**config.mk**
```make
export PLATFORM = sky130hd
export DESIGN_NAME = regfile_writeback_arbiter
export DESIGN_NICKNAME = d
export VERILOG_FILES = /design/src/rtl/wb_arb_pkg.sv /design/src/rtl/wb_ordered_queue.sv /design/src/rtl/regfile_writeback_arbiter.sv
export SDC_FILE = /design/constraint.sdc
export NUM_CORES = 1
export LEC_CHECK = 0
export ABC_AREA = 1
export BUFFER_PORTS_ARGS = -buffer_cell sky130_fd_sc_hd__buf_2
export CORE_UTILIZATION = 35
export DETAILED_ROUTE_END_ITERATION = 10
export GPL_ROUTABILITY_DRIVEN = 1
export SLEW_MARGIN = 20
export SYNTH_ARGS = -nofsm -noshare
export SYNTH_HDL_FRONTEND = slang
export SYNTH_SLANG_ARGS = --single-unit
```
**constraint.sdc**
```tcl
create_clock -name clk -period 8.3 [get_ports clk]
set_input_delay 0.83 -clock clk [delete_from_list [all_inputs] [get_ports clk]]
set_output_delay 0.83 -clock clk [all_outputs]
set_load 0.02 [all_outputs]
```
**src/rtl/wb_arb_pkg.sv**
```systemverilog
// Shared widths and the queued write-back entry type for the write-back arbiter.
package wb_arb_pkg;

  localparam int unsigned WB_DEPTH  = 4;
  localparam int unsigned WB_ADDR_W = 5;
  localparam int unsigned WB_DATA_W = 32;

  // One pending register-file write.
  typedef struct packed {
    logic [WB_ADDR_W-1:0] rd;
    logic [WB_DATA_W-1:0] data;
  } wb_entry_t;

endpackage

```
**src/rtl/wb_ordered_queue.sv**
```systemverilog
// Dual-push, single-pop circular buffer holding pending register writes in program order.
module wb_ordered_queue
  import wb_arb_pkg::*;
#(
  parameter int unsigned DEPTH = WB_DEPTH
) (
  input  logic                          clk,
  input  logic                          rst,
  input  logic                          flush,
  input  logic                          push1,
  input  wb_entry_t                     entry1,
  input  logic                          push2,
  input  wb_entry_t                     entry2,
  input  logic                          pop,
  output wb_entry_t                     head_entry,
  output logic [$clog2(DEPTH)-1:0]      head,
  output logic [$clog2(DEPTH):0]        count,
  output wb_entry_t [DEPTH-1:0]         entries
);

  localparam int unsigned PTR_W = $clog2(DEPTH);
  localparam int unsigned CNT_W = PTR_W + 1;

  logic [PTR_W-1:0] tail;
  logic [PTR_W-1:0] lane2_idx;
  logic [1:0]       n_push;

  // Lane 2 lands right behind lane 1, or at tail when lane 1 was not enqueued.
  always_comb begin
    n_push    = 2'(push1) + 2'(push2);
    lane2_idx = tail + PTR_W'(push1);
  end

  // Pointer and occupancy state; flush empties the queue ahead of any push/pop.
  always_ff @(posedge clk or posedge rst) begin
    if (rst) begin
      head  <= '0;
      tail  <= '0;
      count <= '0;
    end else if (flush) begin
      head  <= '0;
      tail  <= '0;
      count <= '0;
    end else begin
      head  <= head + PTR_W'(pop);
      tail  <= tail + PTR_W'(n_push);
      count <= count + CNT_W'(n_push) - CNT_W'(pop);
    end
  end

  // Entry storage; contents beyond the occupied range are don't-care.
  always_ff @(posedge clk) begin
    if (!flush) begin
      if (push1) entries[tail]      <= entry1;
      if (push2) entries[lane2_idx] <= entry2;
    end
  end

  assign head_entry = entries[head];

endmodule

```
**src/rtl/regfile_writeback_arbiter.sv**
```systemverilog
// Merges two datapath result buses into one ordered register-file write port with forwarding lookups.
module regfile_writeback_arbiter
  import wb_arb_pkg::*;
#(
  parameter int unsigned DEPTH  = WB_DEPTH,
  parameter int unsigned ADDR_W = WB_ADDR_W,
  parameter int unsigned DATA_W = WB_DATA_W
) (
  input  logic                     clk,
  input  logic                     rst,
  input  logic                     flush,
  input  logic                     wb1_valid,
  input  logic [ADDR_W-1:0]        wb1_rd,
  input  logic [DATA_W-1:0]        wb1_data,
  input  logic                     wb2_valid,
  input  logic [ADDR_W-1:0]        wb2_rd,
  input  logic [DATA_W-1:0]        wb2_data,
  output logic                     wb_ready,
  input  logic                     rf_busy,
  output logic                     rf_we,
  output logic [ADDR_W-1:0]        rf_waddr,
  output logic [DATA_W-1:0]        rf_wdata,
  input  logic [ADDR_W-1:0]        q0_addr,
  output logic                     q0_hit,
  output logic [DATA_W-1:0]        q0_data,
  input  logic [ADDR_W-1:0]        q1_addr,
  output logic                     q1_hit,
  output logic [DATA_W-1:0]        q1_data,
  output logic [$clog2(DEPTH):0]   count
);

  localparam int unsigned PTR_W = $clog2(DEPTH);
  localparam int unsigned CNT_W = PTR_W + 1;

  logic                  push1;
  logic                  push2;
  wb_entry_t             entry1;
  wb_entry_t             entry2;
  wb_entry_t             head_entry;
  logic [PTR_W-1:0]      head;
  wb_entry_t [DEPTH-1:0] entries;

  // Ready looks only at registered occupancy; x0 writes are accepted but dropped.
  always_comb begin
    wb_ready = count <= CNT_W'(DEPTH - 2);
    push1    = wb1_valid && wb_ready && (wb1_rd != '0);
    push2    = wb2_valid && wb_ready && (wb2_rd != '0);
    entry1   = '{rd: wb1_rd, data: wb1_data};
    entry2   = '{rd: wb2_rd, data: wb2_data};
  end

  // Retire the head entry straight to the register file; flush suppresses the write.
  always_comb begin
    rf_we    = (count != '0) && !rf_busy && !flush;
    rf_waddr = (count != '0) ? head_entry.rd   : '0;
    rf_wdata = (count != '0) ? head_entry.data : '0;
  end

  wb_ordered_queue #(
    .DEPTH (DEPTH)
  ) u_queue (
    .clk        (clk),
    .rst        (rst),
    .flush      (flush),
    .push1      (push1),
    .entry1     (entry1),
    .push2      (push2),
    .entry2     (entry2),
    .pop        (rf_we),
    .head_entry (head_entry),
    .head       (head),
    .count      (count),
    .entries    (entries)
  );

  // Walk occupied entries oldest to youngest so the youngest match is left standing.
  function automatic void lookup(input  logic [ADDR_W-1:0] addr,
                                 output logic              hit,
                                 output logic [DATA_W-1:0] data);
    logic [PTR_W-1:0] idx;
    hit  = 1'b0;
    data = '0;
    for (int unsigned i = 0; i < DEPTH; i++) begin
      idx = head + PTR_W'(i);
      if ((CNT_W'(i) < count) && (addr != '0) && (entries[idx].rd == addr)) begin
        hit  = 1'b1;
        data = entries[idx].data;
      end
    end
  endfunction

  // Two independent forwarding ports for decode.
  always_comb begin
    lookup(q0_addr, q0_hit, q0_data);
    lookup(q1_addr, q1_hit, q1_data);
  end

endmodule

```
==> impl_summary.log <==
INFO  metric status = completed
INFO  metric setup_total_negative_slack = 0 ns
INFO  metric first_global_vias = approximately 15,000
INFO  metric ys.warnings.count = 0
INFO  metric design.final.nets = roughly 2,600
INFO  metric critPathSlowestCell = sky130_fd_sc_hd__nand3_2
INFO  metric cp_cell_sequence = inv_2, nand2_1, nand2_2, buf_4, nand3_1, nand3_1, nand2_1, nor2_4, nand3_2, nand2_1, nand3_1, nand2_1, nand2_1, buf_2
INFO  metric synthesis.area_per_instance = 6.18 um2
INFO  metric htree_num_levels = 4
INFO  metric area.sequential = 0.00463 mm2
INFO  metric worstSetupEndpointType = output port
INFO  metric tritoncts = built
INFO  metric synth.top_cell.area_share = 0.286
INFO  metric period_share = 0.711
INFO  metric slew_viol_final = 0
INFO  metric cts.repair.resized = 0
INFO  metric power_density = about 360 mW/mm2
INFO  metric grt_usage = 0.278
INFO  metric initial_utilization = 0.358
INFO  metric clock_path_buffers = 2
INFO  metric report.final.hold_viol_count = 0
INFO  metric area_delta_synth_final = 10.1%
INFO  metric postSynth.topFlopCell = sky130_fd_sc_hd__edfxtp_1
INFO  metric timing.setup.critical_path_class = flip-flop to output port
INFO  metric yosys.cell_count.top_type = sky130_fd_sc_hd__nand2_1
INFO  metric share_of_layout_cells_above_drive_strength_1 = 0.132
INFO  metric routed-via-count = around 18,000
INFO  metric cp_slowest_stage_delay = about 0.80 ns
INFO  metric boundaryPins = around 200
INFO  metric die_width = approximately 210 um
INFO  metric max-vdd-ir-drop = 0.194 mV
INFO  metric detailedRoute.firstPassIterationCount = 6
INFO  metric drv.max_cap_violation_count = 0
INFO  metric grt_pass1_wl = between 90 and 100 mm
INFO  metric tightestPinTransition = around 1.1 ns
INFO  metric syn-num-nets = about 2,600
INFO  metric synthesis.area = 0.0155 mm2
INFO  metric total_clock_buffers_created_by_cts = 17
INFO  metric hpwlAfterDp = around 46 mm
INFO  metric p_leak = approximately 0.0075 uW
INFO  metric synth-seq-cells = between 150 and 200
INFO  metric detail_route.drc_violations = 0
INFO  metric detailedPlace.worstSlack = 2.87 ns
INFO  metric synth.yosys.seq_area_share = 0.297
INFO  metric cpLargestDelayFamily = simple AND/OR/NAND/NOR gates
INFO  metric startpoint_type = flip-flop
INFO  metric drtAntennaViolNets = 0
INFO  metric finalWorstSetupSlack = 2.40 ns
INFO  metric cpMostUsedCell = sky130_fd_sc_hd__nand2_1
INFO  metric grt_antenna_before_repair = 2
INFO  metric worst_ep_arrival = between 5 and 6 ns
INFO  metric synth_commonest_cells = sky130_fd_sc_hd__nand2_1, sky130_fd_sc_hd__nor2_1, sky130_fd_sc_hd__o21ai_0
INFO  metric globalRouteOverflowTotal = 0
INFO  metric vias_per_cell = 5.60
INFO  metric grt_start_max_net_pins = roughly 130
INFO  metric synth_edf_count = between 100 and 150
INFO  metric worstPathBufferInverterCount = 3
INFO  metric routedWlPerCell = between 20 and 25 um
INFO  metric final_setup_skew = approximately 0.0059 ns
INFO  metric dieArea = between 0.04 and 0.05 mm2
INFO  metric timing.hold.worst.class = input port to async pin
INFO  metric postLayoutCoreUtil = 0.394
INFO  metric clkTransAtPathRegs = approximately 0.060 ns
INFO  metric routabilityCongestion = approximately 0.97
INFO  metric drt_wl_total = between 60 and 70 mm
INFO  metric postCtsSetupBuffers = 0
INFO  metric clk-insertion-delay-late = ~0.44 ns
INFO  metric cell_type_with_the_highest_aggregate_area_in_the_netlist = sky130_fd_sc_hd__edfxtp_1
INFO  metric final_setup_vio_count = 0
INFO  metric critPathMaxFanout = ~90
INFO  metric hold_buffers = 0
INFO  metric synth_cell_types = 36
INFO  metric drt-initial-drc-count = roughly 2,200
INFO  metric io_buffers = around 200
INFO  metric worst_slew_margin_rel = 0.291
INFO  metric power.total = between 6000 and 7000 uW
INFO  metric fill_cells = around 4,700
INFO  metric grt_setup_unrepaired = no
INFO  metric synth_cells = around 2,500
INFO  metric clock_sinks = between 150 and 200
INFO  metric final_period_minus_worst_setup_slack = between 5 and 6 ns
INFO  metric clock.fmax = 0.170 GHz
INFO  metric multi_input_comb_area = roughly 0.0091 mm2
INFO  metric yosys-top-cells-area = sky130_fd_sc_hd__edfxtp_1, sky130_fd_sc_hd__nand2_1, sky130_fd_sc_hd__o21ai_0, sky130_fd_sc_hd__nor2_1, sky130_fd_sc_hd__inv_1
INFO  metric placementRows = 76
INFO  metric cts-root-buf = sky130_fd_sc_hd__clkbuf_16
INFO  metric coreArea = between 0.04 and 0.05 mm2
INFO  metric synthArstFlopShare = 0.0452
INFO  metric die-height = 213 um
INFO  metric worstPathRequired = 7.47 ns
[power breakdown]
part           internal, uW  switching, uW
Combinational           976           2720
Clock                   530            333
Sequential             1290            226
[cells by family (layout without fill, tap and decap cells)]
family                     Yosys count  after routing  share of synthesized area
DFF                                155            155                      0.297
buffers and inverters              431            470                      0.121
xor gates and xnor gates            11             11                    0.00620
AOI/OAI and AO/OA                  530            530                      0.184
adders and majority gates            8              8                    0.00692
and+or+nand+nor                   1381           1381                      0.385
other                                0              1                          0
[metal layers]
| layer | part of all wire | wire (um) | global-route usage | vias up |
|---|---|---|---|---|
| met5 | 0.00022 | 14 | 0 | - |
| met4 | 0.014 | 919 | 0.0531 | 2 |
| met3 | 0.10 | 6360 | 0.0390 | 55 |
| met2 | 0.40 | 25500 | 0.383 | 930 |
| met1 | 0.49 | 31000 | 0.449 | 8071 |
| li1 | - | - | - | 8537 |
[final timing paths]
kind                                               start                             to  slack [ns]  cells past startpoint
setup reg to reg              u_queue.count[2]$_DFF_PP0_  u_queue.entries[98]$_DFFE_PN_        4.27                     12
min in group clk           u_queue.entries[56]$_DFFE_PN_  u_queue.entries[56]$_DFFE_PN_        0.66                      2
setup / recovery               u_queue.head[0]$_DFF_PP0_                     q1_data[6]        2.40                     14
hold / removal                                       rst      u_queue.head[1]$_DFF_PP0_        0.36                      2
max in group asynchronous                            rst      u_queue.head[0]$_DFF_PP0_        7.62                      2
hold reg to reg            u_queue.entries[56]$_DFFE_PN_  u_queue.entries[56]$_DFFE_PN_        0.66                      2
[layout make-up]
type                    count  share of cell area
flip-flops and latches    155               0.271
well taps                 585              0.0428
clock buffers              19              0.0253
repair buffers            221              0.0682
clock inverters            12              0.0116
inverters                 218              0.0481
multi-input cells        1930               0.533
diodes                      1            0.000146
[registers in the layout (all words and copies together), names as in the netlist]
signal / flops
u_queue.entries: 148
u_queue.count: 3
u_queue.tail: 2
u_queue.head: 2
[metrics by stage]
| step | area [um2] | hold WS (ns) | cells |
|---|---|---|---|
| 2_1_floorplan | 15500 | 0.606 | 2516 |
| 3_3_place_gp | 16500 | 0.635 | 3109 |
| 3_5_place_dp | 16500 | 0.641 | 3109 |
| 4_1_cts | 17100 | 0.347 | 3140 |
| 5_1_grt | 17100 | 0.360 | 3140 |
| 6_report | 17100 | 0.361 | 3141 |
[cell usage in the layout, fill, tap and decap left out, types with 2 or more instances in the layout]
cell type,count
sky130_fd_sc_hd__nand2_1,703
sky130_fd_sc_hd__nor2_1,311
sky130_fd_sc_hd__o21ai_0,310
sky130_fd_sc_hd__inv_1,211
sky130_fd_sc_hd__buf_2,197
sky130_fd_sc_hd__edfxtp_1,148
sky130_fd_sc_hd__nand3_1,122
sky130_fd_sc_hd__nor4_1,103
sky130_fd_sc_hd__o22ai_1,103
sky130_fd_sc_hd__nand4_1,65
sky130_fd_sc_hd__o21ai_1,60
sky130_fd_sc_hd__or2_2,46
sky130_fd_sc_hd__a31oi_1,45
sky130_fd_sc_hd__buf_4,24
sky130_fd_sc_hd__clkbuf_16,17
sky130_fd_sc_hd__xor2_1,9
sky130_fd_sc_hd__nand3_2,8
sky130_fd_sc_hd__a21oi_1,7
sky130_fd_sc_hd__ha_1,7
sky130_fd_sc_hd__inv_2,6
sky130_fd_sc_hd__nor2_4,6
sky130_fd_sc_hd__clkinvlp_4,5
sky130_fd_sc_hd__bufinv_16,5
sky130_fd_sc_hd__o21ai_2,4
sky130_fd_sc_hd__nor3_1,3
sky130_fd_sc_hd__nand2_2,3
sky130_fd_sc_hd__dfrtp_1,3
sky130_fd_sc_hd__nand2_4,2
sky130_fd_sc_hd__nor3_4,2
sky130_fd_sc_hd__xnor2_1,2
sky130_fd_sc_hd__nand3_4,2
sky130_fd_sc_hd__nor3_2,2
sky130_fd_sc_hd__nor2_2,2
sky130_fd_sc_hd__clkbuf_1,2
sky130_fd_sc_hd__clkinv_2,2
sky130_fd_sc_hd__dfrtp_4,2
sky130_fd_sc_hd__dfrtp_2,2
No activity file was read; power rests on OpenSTA's default activity.
